[src/rtl/display_scan_ctrl.sv]
// display_scan_ctrl
//    Timing and scan scheduler for a multiplexed display. Two counter-based
//    clock enables are derived from clk:
//       shift_tick  one-cycle pulse every SHIFT_DIV clk cycles
//       scan_tick   one-cycle pulse every SCAN_DIV shift_ticks
//    The single segment bus is time-shared among NUM_DIGITS digits. Each
//    digit slot starts with BLANK_TICKS shift_ticks of blanking, which
//    suppresses ghosting.
//
// Ports
//    clk          system clock
//    rst_n        asynchronous active-low reset
//    enable       run/stop; low clears counters and blanks the display
//    seg_data     digit values, digit i at [i*SEG_W +: SEG_W]
//    shift_tick   shift enable pulse
//    scan_tick    multiplex enable pulse (always coincides with shift_tick)
//    dig_sel      one-hot digit select, zero while blanking
//    seg          latched segment value of the selected digit, zero while blanking
//    frame_start  one-cycle pulse when digit 0 becomes visible
module display_scan_ctrl #(
   parameter int unsigned SHIFT_DIV   = 512,
   parameter int unsigned SCAN_DIV    = 48,
   parameter int unsigned NUM_DIGITS  = 4,
   parameter int unsigned BLANK_TICKS = 2,
   parameter int unsigned SEG_W       = 8
) (
   input  logic                        clk,
   input  logic                        rst_n,
   input  logic                        enable,
   input  logic [NUM_DIGITS*SEG_W-1:0] seg_data,
   output logic                        shift_tick,
   output logic                        scan_tick,
   output logic [NUM_DIGITS-1:0]       dig_sel,
   output logic [SEG_W-1:0]            seg,
   output logic                        frame_start
);

   // Elaboration-time range checks
   if (SHIFT_DIV < 2 || SHIFT_DIV > 65535) begin : g_bad_shift_div
      $error("display_scan_ctrl: SHIFT_DIV out of range 2..65535");
   end
   if (SCAN_DIV < 2 || SCAN_DIV > 255) begin : g_bad_scan_div
      $error("display_scan_ctrl: SCAN_DIV out of range 2..255");
   end
   if (NUM_DIGITS < 2 || NUM_DIGITS > 8) begin : g_bad_num_digits
      $error("display_scan_ctrl: NUM_DIGITS out of range 2..8");
   end
   if (BLANK_TICKS < 1 || BLANK_TICKS > SCAN_DIV - 1) begin : g_bad_blank_ticks
      $error("display_scan_ctrl: BLANK_TICKS out of range 1..SCAN_DIV-1");
   end
   if (SEG_W < 1) begin : g_bad_seg_w
      $error("display_scan_ctrl: SEG_W must be at least 1");
   end

   typedef enum logic [1:0] {
      IDLE  = 2'd0,
      BLANK = 2'd1,
      SHOW  = 2'd2
   } state_e;

   state_e                  state_q,     state_d;
   logic [15:0]             a_q,         a_d;
   logic [7:0]              b_q,         b_d;
   logic [7:0]              blank_q,     blank_d;
   logic [2:0]              idx_q,       idx_d;
   logic [NUM_DIGITS-1:0]   dig_sel_q,   dig_sel_d;
   logic [SEG_W-1:0]        seg_q,       seg_d;
   logic                    frame_q,     frame_d;

   logic [NUM_DIGITS-1:0]   idx_onehot;
   logic [SEG_W-1:0]        idx_seg;

   // Ticks are combinational from the prescalers so they are gated by enable
   // in the same cycle that enable drops.
   assign shift_tick = enable && (a_q == 16'(SHIFT_DIV - 1));
   assign scan_tick  = shift_tick && (b_q == 8'(SCAN_DIV - 1));

   assign dig_sel     = dig_sel_q;
   assign seg         = seg_q;
   assign frame_start = frame_q;

   // Digit select decode and segment slice mux for the current index
   always_comb begin
      idx_onehot = '0;
      idx_seg    = '0;
      for (int unsigned i = 0; i < NUM_DIGITS; i++) begin
         if (idx_q == 3'(i)) begin
            idx_onehot[i] = 1'b1;
            idx_seg       = seg_data[i*SEG_W +: SEG_W];
         end
      end
   end

   always_comb begin
      state_d   = state_q;
      a_d       = a_q;
      b_d       = b_q;
      blank_d   = blank_q;
      idx_d     = idx_q;
      dig_sel_d = dig_sel_q;
      seg_d     = seg_q;
      frame_d   = 1'b0;

      if (!enable) begin
         state_d   = IDLE;
         a_d       = '0;
         b_d       = '0;
         blank_d   = '0;
         idx_d     = '0;
         dig_sel_d = '0;
         seg_d     = '0;
      end else begin
         a_d = (a_q == 16'(SHIFT_DIV - 1)) ? '0 : a_q + 16'd1;
         if (shift_tick) begin
            b_d = (b_q == 8'(SCAN_DIV - 1)) ? '0 : b_q + 8'd1;
         end

         case (state_q)
            IDLE: begin
               state_d   = BLANK;
               idx_d     = '0;
               blank_d   = '0;
               dig_sel_d = '0;
               seg_d     = '0;
            end
            BLANK: begin
               dig_sel_d = '0;
               seg_d     = '0;
               if (shift_tick) begin
                  blank_d = blank_q + 8'd1;
                  if (blank_q == 8'(BLANK_TICKS - 1)) begin
                     // Latch the digit once so later seg_data edits cannot tear it
                     state_d   = SHOW;
                     dig_sel_d = idx_onehot;
                     seg_d     = idx_seg;
                     frame_d   = (idx_q == 3'd0);
                  end
               end
            end
            SHOW: begin
               if (scan_tick) begin
                  state_d   = BLANK;
                  blank_d   = '0;
                  idx_d     = (idx_q == 3'(NUM_DIGITS - 1)) ? 3'd0 : idx_q + 3'd1;
                  dig_sel_d = '0;
                  seg_d     = '0;
               end
            end
            default: begin
               state_d   = IDLE;
               dig_sel_d = '0;
               seg_d     = '0;
            end
         endcase
      end
   end

   always_ff @(posedge clk or negedge rst_n) begin
      if (!rst_n) begin
         state_q   <= IDLE;
         a_q       <= '0;
         b_q       <= '0;
         blank_q   <= '0;
         idx_q     <= '0;
         dig_sel_q <= '0;
         seg_q     <= '0;
         frame_q   <= 1'b0;
      end else begin
         state_q   <= state_d;
         a_q       <= a_d;
         b_q       <= b_d;
         blank_q   <= blank_d;
         idx_q     <= idx_d;
         dig_sel_q <= dig_sel_d;
         seg_q     <= seg_d;
         frame_q   <= frame_d;
      end
   end

endmodule

[config.mk]
export PLATFORM = sky130hd
export DESIGN_NAME = display_scan_ctrl
export DESIGN_NICKNAME = d
export VERILOG_FILES = /design/src/rtl/display_scan_ctrl.sv
export SDC_FILE = /design/constraint.sdc
export NUM_CORES = 1
export LEC_CHECK = 0
export CORE_AREA = 2 2 78 80
export DETAILED_ROUTE_END_ITERATION = 16
export DIE_AREA = 0 0 80 82
export PLACE_DENSITY = 0.78
export SETUP_SLACK_MARGIN = 0.2
export SLEW_MARGIN = 10
export SYNTH_ARGS = -nofsm -noshare
export SYNTH_HDL_FRONTEND = slang
export SYNTH_SLANG_ARGS = --single-unit
[constraint.sdc]
create_clock -name clk -period 2.79 [get_ports clk]
set_input_delay 0.279 -clock clk [delete_from_list [all_inputs] [get_ports clk]]
set_output_delay 0.279 -clock clk [all_outputs]
set_load 0.02 [all_outputs]
=== Yosys cells after proc, flatten, opt, wreduce, memory -nomap -nowiden ===
Index checks and enable logic that the tools add are counted.
W data, S select, Z words.

* Register bits: 50
* Bits of input ports: 35
* Logic and storage cells: 72

* Add/sub/neg operators: 4
* Equality and inequality tests: 14
* Mux-type cells: 39
* Reduce and logical (&&, ||, !) cells: 7

{| class="wikitable"
|+ Operators by type and width
! operator !! count
|-
| $mux W8 || 13
|-
| $mux W16 || 2
|-
| $pmux W8 S3 || 1
|-
| $add A16 B1 Y16 const B || 1
|-
| $add A8 B1 Y8 const B || 2
|-
| $eq A16 B9 Y1 const B || 1
|-
| $mux W4 || 4
|-
| $pmux W8 S2 || 1
|-
| $mux W3 || 3
|-
| $ne A3 B3 Y1 const B || 3
|-
| $eq A8 B1 Y1 const B || 1
|-
| $eq A8 B6 Y1 const B || 1
|-
| $mux W1 || 8
|-
| $mux W2 || 4
|-
| $pmux W4 S2 || 1
|-
| $eq A3 B2 Y1 const B || 2
|-
| $pmux W2 S3 || 1
|-
| $pmux W3 S2 || 1
|-
| $reduce_and A3 Y1 || 2
|-
| $ne A4 B1 Y1 const B || 1
|-
| $add A3 B1 Y3 const B || 1
|-
| $eq A3 B1 Y1 const B || 1
|-
| $logic_not A3 Y1 || 1
|-
| $ne A3 B1 Y1 const B || 1
|-
| other kinds (6) || 7
|}

=== Logic depth before layout (Yosys ltp) ===
* Depth in word-level cells: 9
* Gate-level depth with buffers: 9

=== Worst setup path after synthesis ===
Ideal clock, no wire load.

* Path type: register to register
* From: register b_q[0]
* To: register dig_sel_q[1], in the netlist dig_sel[1]
* Library setup time: 0.121 ns
* Arrival: 1.916 ns
* Data required time: 2.669 ns
* Slack: 0.753 ns
* Cell stages (with the launch flop): 7
* Path through: dfrtp_1 ha_1 nand4_1 nor4_1 a211oi_1 clkbuf_1 a22o_1

* Longest elaborated chain between the ends: 3

{| class="wikitable"
|+ Ends and longest elaborated chain
! element !! RTL line !! source
|-
| from (decl) || 63 || <nowiki>logic [7:0] b_q, b_d;</nowiki>
|-
| from (signal assigned) || 162 || <nowiki>b_q <= '0;</nowiki>
|-
| from (signal assigned) || 171 || <nowiki>b_q <= b_d;</nowiki>
|-
| $eq A8 B6 Y1 || 76 || <nowiki>assign scan_tick = shift_tick && (b_q == 8'(SCAN_DIV - 1));</nowiki>
|-
| $logic_and A1 B1 Y1 || 76 ||
|-
| $ne A3 B3 Y1 (no source line) || n/a ||
|-
| to (signal assigned) || 174 || <nowiki>dig_sel_q <= dig_sel_d;</nowiki>
|-
| to (decl) || 66 || <nowiki>logic [NUM_DIGITS-1:0] dig_sel_q, dig_sel_d;</nowiki>
|}

Every way passes these cells.
A chain may end at the register's enable or synchronous reset.

=== Worst setup path in the final report ===
* From: register state_q[0]
* To: register dig_sel_q[0], in the netlist dig_sel[0]

* Longest elaborated chain between the ends: 3
* Elaborated cells between the ends (all ways): 5

{| class="wikitable"
|+ Ends and longest elaborated chain
! element !! RTL line !! source
|-
| from (decl) || 61 || <nowiki>state_e state_q, state_d;</nowiki>
|-
| from (signal assigned) || 169 || <nowiki>state_q <= state_d;</nowiki>
|-
| $eq A2 B2 Y1 or $eq A2 B1 Y1 (tied branches) || 118 || <nowiki>case (state_q)</nowiki>
|-
| $pmux W4 S2 || 118 ||
|-
| $mux W4 || 104 || <nowiki>if (!enable) begin</nowiki>
|}

Parallel ways exist; a longest one is shown, timed or not.

==> results.md <==
Worst setup path:
- By instance count, the cell type seen most on the critical path is inv_1.
- The start of the worst register-to-register path is state_q[0].
- The number of buffers and inverters on the critical path is 2.
- The largest individual stage delay along the critical path comes from the cell a211oi_2.
- Setup slack on the worst reg-to-reg path comes out at 0.39 ns.
- The largest stage delay on the critical path is 0.83 ns.
- The critical path endpoint category is a register.
- The critical path class is reg -> reg.
- The startpoint type of the worst setup path is a register.
- The required time of the worst setup path is 2.99 ns.
- Walking the worst path, the cells encountered are inv_1, ha_1, inv_1, a211oi_2, mux2_2.
- The total number of cells along the worst setup path is 5.
- Grouping stages by cell kind, the critical path spends the most delay in compound AO/OA/AOI/OAI gates.
- The end of the worst register-to-register path is dig_sel[0].
- The biggest fanout along the worst timing path is 14.
- The worst register-to-register path has a depth of 5.
- STA puts the critical path data arrival time at approximately 2.6 ns.

STA:
- The final-report hold violation count was 0.
- Measured against its own limit, the worst slew margin works out to 0.3025.
- Setup slack on the critical path of the routed design comes to approximately 0.39 ns.
- The maximum operating frequency is between 0.4 and 0.5 GHz.
- The worst path in the final design needs a cycle of 2.396 ns, including I/O delays and setup.
- At the pin with the least slew margin, the transition time is 1.044 ns.
- The post-route clock period utilization is 0.8588.
- The setup TNS after final layout is 0 ns.
- Across the routed clock network, the largest skew measured is 0.008015 ns.
- The max-slew violation count came to 0.
- Setup repair after global routing left no endpoint under its margin.
- The number of endpoints failing setup at the final stage is 0.

CTS:
- The clock insertion delay at the later pin of the skew report is 0.30 ns.
- The tree is rooted in a clkbuf_8.
- TritonCTS built the clock tree.
- In this run the deepest clock path goes through 2 buffers.
- Clock-pin slew was measured on the worst setup and hold paths at about 0.1 ns.
- The number of hold buffers added after CTS was 0.
- The H-tree was split into 2 levels.
- CTS saw 50 sinks.
- The number of buffers added by the clock tree synthesis step is 5.

Global route:
- The total global routing overflow is 0.
- The overall routing resource usage is 0.2018.
- The via count of the first global-routing pass is 2217.
- The number of antenna violations at the first check in global routing is 0.
- The maximum number of pins on one net before global-route repair is 39.
- The global-route wire length before repair is around 10 mm.

Worst hold path:
- The worst hold path belongs to the class in -> async.

Layout:
- The post-route cell area is 0.003477 mm2.
- For this run, the post-layout net count is 394.
- Of the cells placed in the final design, the portion with a size suffix greater than 1 is 0.06877.
- Compared with the post-synthesis result, the final layout area differs by 25.41%.
- The count of cells in the finished layout, fillers not included, comes to 424.
- The number of antenna diodes in the final layout is 0.
- The count of filler cells inserted in the layout is 512.

Power and ir drop:
- Summed over all cells, the static leakage comes to around 0.0015 uW.
- Dividing total power by cell area gives a power density of just over 400 mW/mm2.
- IR analysis of the VDD net gives a maximum drop of 0.0002501 V.
- Summing internal, switching and leakage power gives 1423 uW.

Yosys:
- The Yosys warning count is 0.
- Synthesis instantiated 46 different standard cells from the library.
- The cell area that synthesis handed to floorplanning was 0.002773 mm2.
- Synthesis produced a netlist with a net count of 342.
- The proportion of synthesized flip-flops having asynchronous set or reset is 1.000.
- The share of the yosys chip area belonging to registers is 0.4513.
- Synthesis produced a netlist whose cell count is ~300.
- In this run, synthesis inferred 0 flip-flops with an integrated enable.
- The total of flip-flops plus latches after synthesis is 50.
- The most used flip-flop cell after synthesis is dfrtp_1.
- The post-synthesis area per instance is about 9.4 um2.

Detailed routing:
- For this block, the routed nets add up to 6.376 mm of wire.
- The average via count per standard cell is 5.427.
- After detailed routing, the average wire length per cell comes to 15.04 um.
- The detailed router put a total of 3.085 mm of wire on met1.
- The detailed route wirelength on metal3 is 153 um.
- The initial DRC count is 108.
- The amount of wire on met2 after detailed routing is 3.088 mm.
- The total number of vias is 2301.
- The top layer used by detailed routing is met4.
- The detailed-route DRC error count is 0.
- The number of search-and-repair iterations in the first detailed-routing pass is 4.
- Once detail routing completed, the nets flagged for antenna violations numbered 0.

Run:
- Max-cap violations in this run came to 0.

Placement:
- The post-placement cell area is roughly 0.0034 mm2.
- The quantity of I/O buffers inserted on ports is 49.
- The number of cells after detailed placement is 416.
- Prior to clock tree synthesis, the placed netlist has a worst setup slack of 0.4246 ns.
- The post-detailed-placement half-perimeter wirelength is 4.582 mm.
- Routability-driven placement finished with a final weighted congestion of ~0.86.

Status:
- The run finished with clean final reports.

Floorplan:
- For this configuration, the core starts out at a cell density of 0.4826.
- The number of cell rows is 28.
- 50 I/O pins were placed.
- The die is 82 um tall.
- The core outline area is ~0.0057 mm2.
- The width of the die is 80 um.
- The floorplan step defined a die boundary enclosing 0.006560 mm2.
registers in the layout (all words and copies together), names as in the netlist:
register	cells
dig_sel	4
state_q	2
frame_start	1
idx_q	3
b_q	8
a_q	16
seg	8
blank_q	8
power by group:
group / leakage (uW) / internal [uW] / total, uW / switching, uW
Combinational: 0.000748 / 79.5 / 171 / 91.6
Clock: 0.0000514 / 268 / 513 / 245
Sequential: 0.000695 / 731 / 739 / 7.66
Total: 0.00149 / 1080 / 1420 / 345
area by class of cell:
class / count / area (um2) / area share
Timing Repair Buffer: 56 / 535.5 / 0.1540
Tap cell: 75 / 93.84 / 0.02699
Multi-Input combinational cell: 222 / 1438 / 0.4135
Sequential cell: 50 / 1251 / 0.3598
Clock inverter: 2 / 37.54 / 0.01080
Clock buffer: 6 / 72.57 / 0.02087
Inverter: 13 / 48.80 / 0.01403
cells in the final DEF, fill, tap and decap left out, types with 8 or more instances in the layout:
master            n
nand4_1           8
xor2_1            8
a21oi_1          19
nand3_1          17
nor2_1           29
dfrtp_1          50
nand2_1          22
a221oi_1          8
xnor2_1           9
o21ai_0          16
nor3_1           10
ha_1             11
clkdlybuf4s50_1  46
nor2b_1           9
inv_1            12
repair_timing:
action,4_1_cts,5_1_grt
resized for setup,2,1
setup endpoints to repair,2,1
setup buffers,0,0
layer usage:
metal  up-vias  GRT usage
met5         -          0
met4         0    0.05593
met3         4    0.03077
met2        35     0.3300
met1      1099     0.2805
li1       1163          -
worst max path at each step:
| stage | start | to | slack (ns) |
|---|---|---|---|
| 6_report | state_q[0] | dig_sel[0] | 0.39 |
| 5_1_grt | a_q[0] | b_q[3] | 0.26 |
| 4_1_cts | state_q[0] | dig_sel[0] | 0.33 |
| 3_5_place_dp | a_q[14] | blank_q[5] | 0.42 |
| 3_3_place_gp | state_q[0] | dig_sel[0] | 0.46 |
| 2_1_floorplan | b_q[0] | dig_sel[1] | 0.75 |
synth_stat cells, drive strengths merged, types with 2 or more instances:
library cell	count	share of area
dfrtp	50	0.45
nor2	29	0.039
nand2	23	0.032
a21oi	19	0.034
nand3	17	0.031
o21ai	16	0.029
inv	12	0.016
ha	11	0.050
nor3	10	0.018
clkbuf	9	0.012
nor2b	9	0.020
xnor2	9	0.028
a221oi	8	0.025
nand4	8	0.018
xor2	8	0.025
and3	7	0.016
mux2i	5	0.018
nand2b	5	0.011
or3	5	0.011
a22o	4	0.013
nor4	4	0.017
and2	3	0.0068
o41ai	3	0.0095
a31oi	2	0.0045
buf	2	0.0045
o21a	2	0.0054
through the flow:
step	util	hold slack, ns
after floorplan	-	-0.01659
after global placement	0.5854	0.4417
after detailed placement	0.5854	0.4461
after CTS	0.6041	0.1169
after global routing	0.6052	0.1502
final	0.6052	0.08225
worst reg2reg max path, cell delays in order (launching register included):
cell and delay (ns):
dfrtp_1 0.42, inv_1 0.11, ha_1 0.38, inv_1 0.14, a211oi_2 0.83, mux2_2 0.42
logic make-up after synthesis:
| group | synth area share |
|---|---|
| xor+xnor | 0.05370 |
| flops | 0.4513 |
| fa+ha+maj | 0.04964 |
| compound gates | 0.1467 |
| buf+inv | 0.03429 |
| simple gates | 0.2423 |
| mux | 0.02211 |
(Power assumes the default switching activity.)
==> edit 1: new RTL, same settings <==
Take the reset off `a_q` and `b_q` and load them in a clocked block of their own.
--- a/src/rtl/display_scan_ctrl.sv
+++ b/src/rtl/display_scan_ctrl.sv
@@ -159,6 +159,4 @@
       if (!rst_n) begin
          state_q   <= IDLE;
-         a_q       <= '0;
-         b_q       <= '0;
          blank_q   <= '0;
          idx_q     <= '0;
@@ -168,6 +166,4 @@
       end else begin
          state_q   <= state_d;
-         a_q       <= a_d;
-         b_q       <= b_d;
          blank_q   <= blank_d;
          idx_q     <= idx_d;
@@ -178,4 +174,9 @@
    end
 
+   always_ff @(posedge clk) begin
+      a_q <= a_d;
+      b_q <= b_d;
+   end
+
 endmodule
 
Function: same outputs for any inputs over 10 cycles, from zero or initial values and one cycle with rst_n low; that may be too few to reach the edited logic, so the function may still have changed.
==> edit 1 against the original RTL <==
Area after synthesis fell by 2.7%; via count rose by 1.4%; setup slack got worse by 0.011 ns; critical path type unchanged; total power fell by 5.3%; fmax fell by 0.45%; routed wire length fell by 8.5%; design area fell by 3.8%; sequential cell count did not move; critical path depth rose by 1; synthesized cell count rose by 1.0%; largest power group unchanged.
==> edit 1: results (changes against the original RTL) <==
Run status: complete, no violations
Shortest period the worst path allows: 2.41 ns (+0.0109 ns)
Power in the clock group: 0.438 mW (-15%)
Ratio of cells with drive above 1 in the final layout: 0.0720 (+0.00328)
Non-clock inverters: 7 (-6)
Power share of the sequential group: 0.544 (+0.025)
Post-Syn Nets: 345 (+0.88%)
Setup crit end: blank_q[6]
Layout clock buffer count: 7 (+1)
Final clock skew: 0.00615 ns (-0.00187 ns)
Routed vias/inst: 5.53 (+1.9%)
Seq area share: 0.338 (-0.0216)
Arrival time reported for the critical path endpoint: 2.64 ns (+0.05 ns)
Area share of xor/xnor cells in the synthesized design: 0.0552 (+0.00149)
Total number of multi-input combinational cells: 226 (+1.8%)
Post-synthesis mux area share: 0.0121 (-0.0101)
Max Fanout on Critical Path: 13 (-1)
Crit path launch: a_q[0]
Leading post-synthesis cells by cell area: sky130_fd_sc_hd__dfrtp_1 24%, sky130_fd_sc_hd__dfxtp_1 18%, sky130_fd_sc_hd__nand2_1 5.6%, sky130_fd_sc_hd__ha_1 5.1%, sky130_fd_sc_hd__a21oi_1 4.8%
Fraction of area in non-clock buffers: 0.162 (+0.00760)
P_sw: 0.338 mW (-2.1%)
Setup fix buffers added after clock tree synthesis: 2 (+2)
Number of DRC violations after detailed-routing iteration 0: 122 (+13%)
Most instantiated cells after synthesis: 40 x sky130_fd_sc_hd__nand2_1, 26 x sky130_fd_sc_hd__a21oi_1, 26 x sky130_fd_sc_hd__dfrtp_1, 24 x sky130_fd_sc_hd__dfxtp_1, 23 x sky130_fd_sc_hd__nor2_1
Fraction of the yosys area taken by sequential cells: 0.419 (-0.0320)
Fillcell total: 521 (+1.8%)
Number of flip-flops and latches: 50 (unchanged)
Post-detailed-placement half-perimeter wirelength: 4.23 mm (-7.7%)
WL final: 5.83 mm (-8.5%)
Depth of the worst register-to-register path: 6 (+1)
Leakage Power: 1.34 nW (-10%)
Routability cong.: 0.843 (-1.9%)
Largest net degree at the start of global routing: 27 (-31%)
Post-synthesis share of cell area spent on full adders, half adders and majority gates: 0.0510 (+0.00138)
Largest stage delay on the critical path: 0.56 ns (-0.27 ns)
Worst max-slew margin expressed relative to the limit: 0.601 (+0.298)
Fraction of registers with async set/reset: 0.520 (-0.480)
Synth Area in Compound Gates: 0.169 (+0.0222)
Worst slack after detailed placement: 0.392 ns (-0.0322 ns)
==> edit 1: changes by cell type after synthesis, sizes merged, moves of 6 or more <==
cell / delta
a22o: +8
a221oi: -8
nand2: +17
a21oi: +7
or4: +6
dfxtp: +24
nor2b: -6
nor2: -6
nand3b: +8
dfrtp: -24
nand3: -12
nor3: -8
==> edit 1: metal layers <==
metal / part of all wire / vias up / track usage
li1: - / 1163 / -
met5: 0 / - / 0
met4: 0.016 / 0 / 0.0542
met2: 0.45 / 70 / 0.314
met3: 0.069 / 7 / 0.0473
met1: 0.46 / 1094 / 0.256
==> edit 1: through the flow <==
| step | area (um^2) | total power [mW] | utilization | instances |
|---|---|---|---|---|
| after floorplan | 2700 | 0.843 | - | 299 |
| after global placement | 3240 | 0.920 | 0.564 | 412 |
| after detailed placement | 3240 | 0.925 | 0.564 | 412 |
| after CTS | 3340 | 1.36 | 0.582 | 422 |
| after global routing | 3340 | 1.41 | 0.582 | 422 |
| final | 3340 | 1.35 | 0.582 | 422 |
==> edit 2: new RTL, same settings <==
Without the edit above. Change the parameter `NUM_DIGITS` from 4 to 8.
--- a/src/rtl/display_scan_ctrl.sv
+++ b/src/rtl/display_scan_ctrl.sv
@@ -21,5 +21,5 @@
    parameter int unsigned SHIFT_DIV   = 512,
    parameter int unsigned SCAN_DIV    = 48,
-   parameter int unsigned NUM_DIGITS  = 4,
+   parameter int unsigned NUM_DIGITS  = 8,
    parameter int unsigned BLANK_TICKS = 2,
    parameter int unsigned SEG_W       = 8
Interface: changed (resized dig_sel and seg_data); port bits go from 50 to 86. No check against the original RTL was run, so the function may have changed too.
==> edit 2 against the original RTL <==
Setup slack got worse by 0.036 ns; clock power increased by 4.5%; largest power group unchanged; synthesized cell count up 15%; routed wire length grew 37%; sequential cell count up 4; design area grew 22%; area after synthesis rose by 13%; critical endpoint is now shift_tick; sequential power grew 7.0%; combinational power is 11% lower; die area unchanged; total power increased by 3.9%; critical path depth decreased by 1; non-clock buffer count grew 44.
==> edit 2: results (changes against the original RTL) <==
Routability cong.: 0.845 (-1.7%)
P_sw: 0.320 mW (-7.0%)
Worst slack after detailed placement: 0.417 ns (-0.00768 ns)
Fillcell total: 449 (-12%)
Cell area reported after detailed placement: 4120 um^2 (+22%)
Most instantiated cells after synthesis: 54 x sky130_fd_sc_hd__dfrtp_1, 27 x sky130_fd_sc_hd__nor2_1, 22 x sky130_fd_sc_hd__a21oi_1, 21 x sky130_fd_sc_hd__o21ai_0, 20 x sky130_fd_sc_hd__nand3_1
Fraction of the cycle the final worst path needs: 0.872 (+0.0130)
Transition time at the pin with the least slew margin: 0.672 ns (-0.373 ns)
Syn Area/Cell: 9.27 um^2 (-1.0%)
Post-detailed-placement half-perimeter wirelength: 6.73 mm (+47%)
Fraction of the yosys area taken by sequential cells: 0.430 (-0.0213)
Buffers on Ports: 85 (+73%)
Number of DRC violations after detailed-routing iteration 0: 189 (+75%)
Total global-route track usage: 0.264 (+0.0627)
Leakage Power: 1.80 nW (+20%)
Number of distinct standard cells referenced by the synthesized netlist: 49 (+6.5%)
Leading post-synthesis cells by cell area: sky130_fd_sc_hd__dfrtp_1 43%, sky130_fd_sc_hd__ha_1 4.0%, sky130_fd_sc_hd__a21oi_1 3.5%, sky130_fd_sc_hd__o21ai_0 3.3%, sky130_fd_sc_hd__nor2_1 3.2%
Largest net degree at the start of global routing: 30 (-23%)
Power share of the sequential group: 0.535 (+0.016)
Run status: complete, no violations
Placed instance count: 496 (+19%)
Kind of cell adding the most delay to the critical path: simple AND/OR/NAND/NOR gates
Via count: 2928 (+27%)
Internal Power: 1.16 mW (+7.4%)
Depth of the worst register-to-register path: 6 (+1)
Crit path launch: a_q[10]
Final clock skew: 0.0112 ns (+0.00315 ns)
Ratio of cells with drive above 1 in the final layout: 0.0674 (-0.00133)
Max Fanout on Critical Path: 5 (-9)
Critical-path top delay cell: sky130_fd_sc_hd__or4_4
Endpoint of the worst register-to-register path: dig_sel[2]
Largest stage delay on the critical path: 0.55 ns (-0.28 ns)
Wire length of the first global-routing pass: 13.5 mm (+30%)
Fraction of registers with async set/reset: 1.00 (unchanged)
Hold buffers post-CTS: 1 (+1)
Detail-routed net length per standard cell: 17.3 um (+15%)
Arrival time reported for the critical path endpoint: 2.15 ns (-0.44 ns)
Worst IR Drop VDD: 0.252 mV (+0.79%)
Nets: 506 (+28%)
Power in the clock group: 0.536 mW (+4.5%)
Routed vias/inst: 5.80 (+6.8%)
Setup crit end: shift_tick
## edit 2: cell types whose count changed after synthesis, sizes merged, moves of 6 or more
cell     unedited run  this run
nor3               10         1
o21ai              16        22
nand4               8        14
o2bb2ai             0         7
o22ai               0         6
nand2b              5        14
nand2              23        14
## edit 2: layout make-up
type	count	area, um^2	area share
multi-input combinational	256	1680	0.395
sequential	54	1350	0.319
timing repair buffer	100	958	0.226
tap	75	93.8	0.0221
clock buffer	5	68.8	0.0162
clock inverter	3	47.5	0.0112
inverter	12	45.0	0.0106
## edit 2: logic make-up (layout without fill, tap and decap cells)
logic type	count (synthesis)	after routing	share of synthesized area
simple gates	128	128	0.227
compound gates	95	95	0.202
flops	54	54	0.430
buf+inv	29	120	0.0366
xor+xnor	22	22	0.0613
fa+ha+maj	10	10	0.0398
mux	1	1	0.00318
## edit 2: routing by layer
metal,vias up,part of all wire,track usage
li1,1429,-,-
met1,1407,0.43,0.345
met2,81,0.50,0.458
met3,11,0.060,0.0473
met4,0,0.012,0.0644
met5,-,0,0
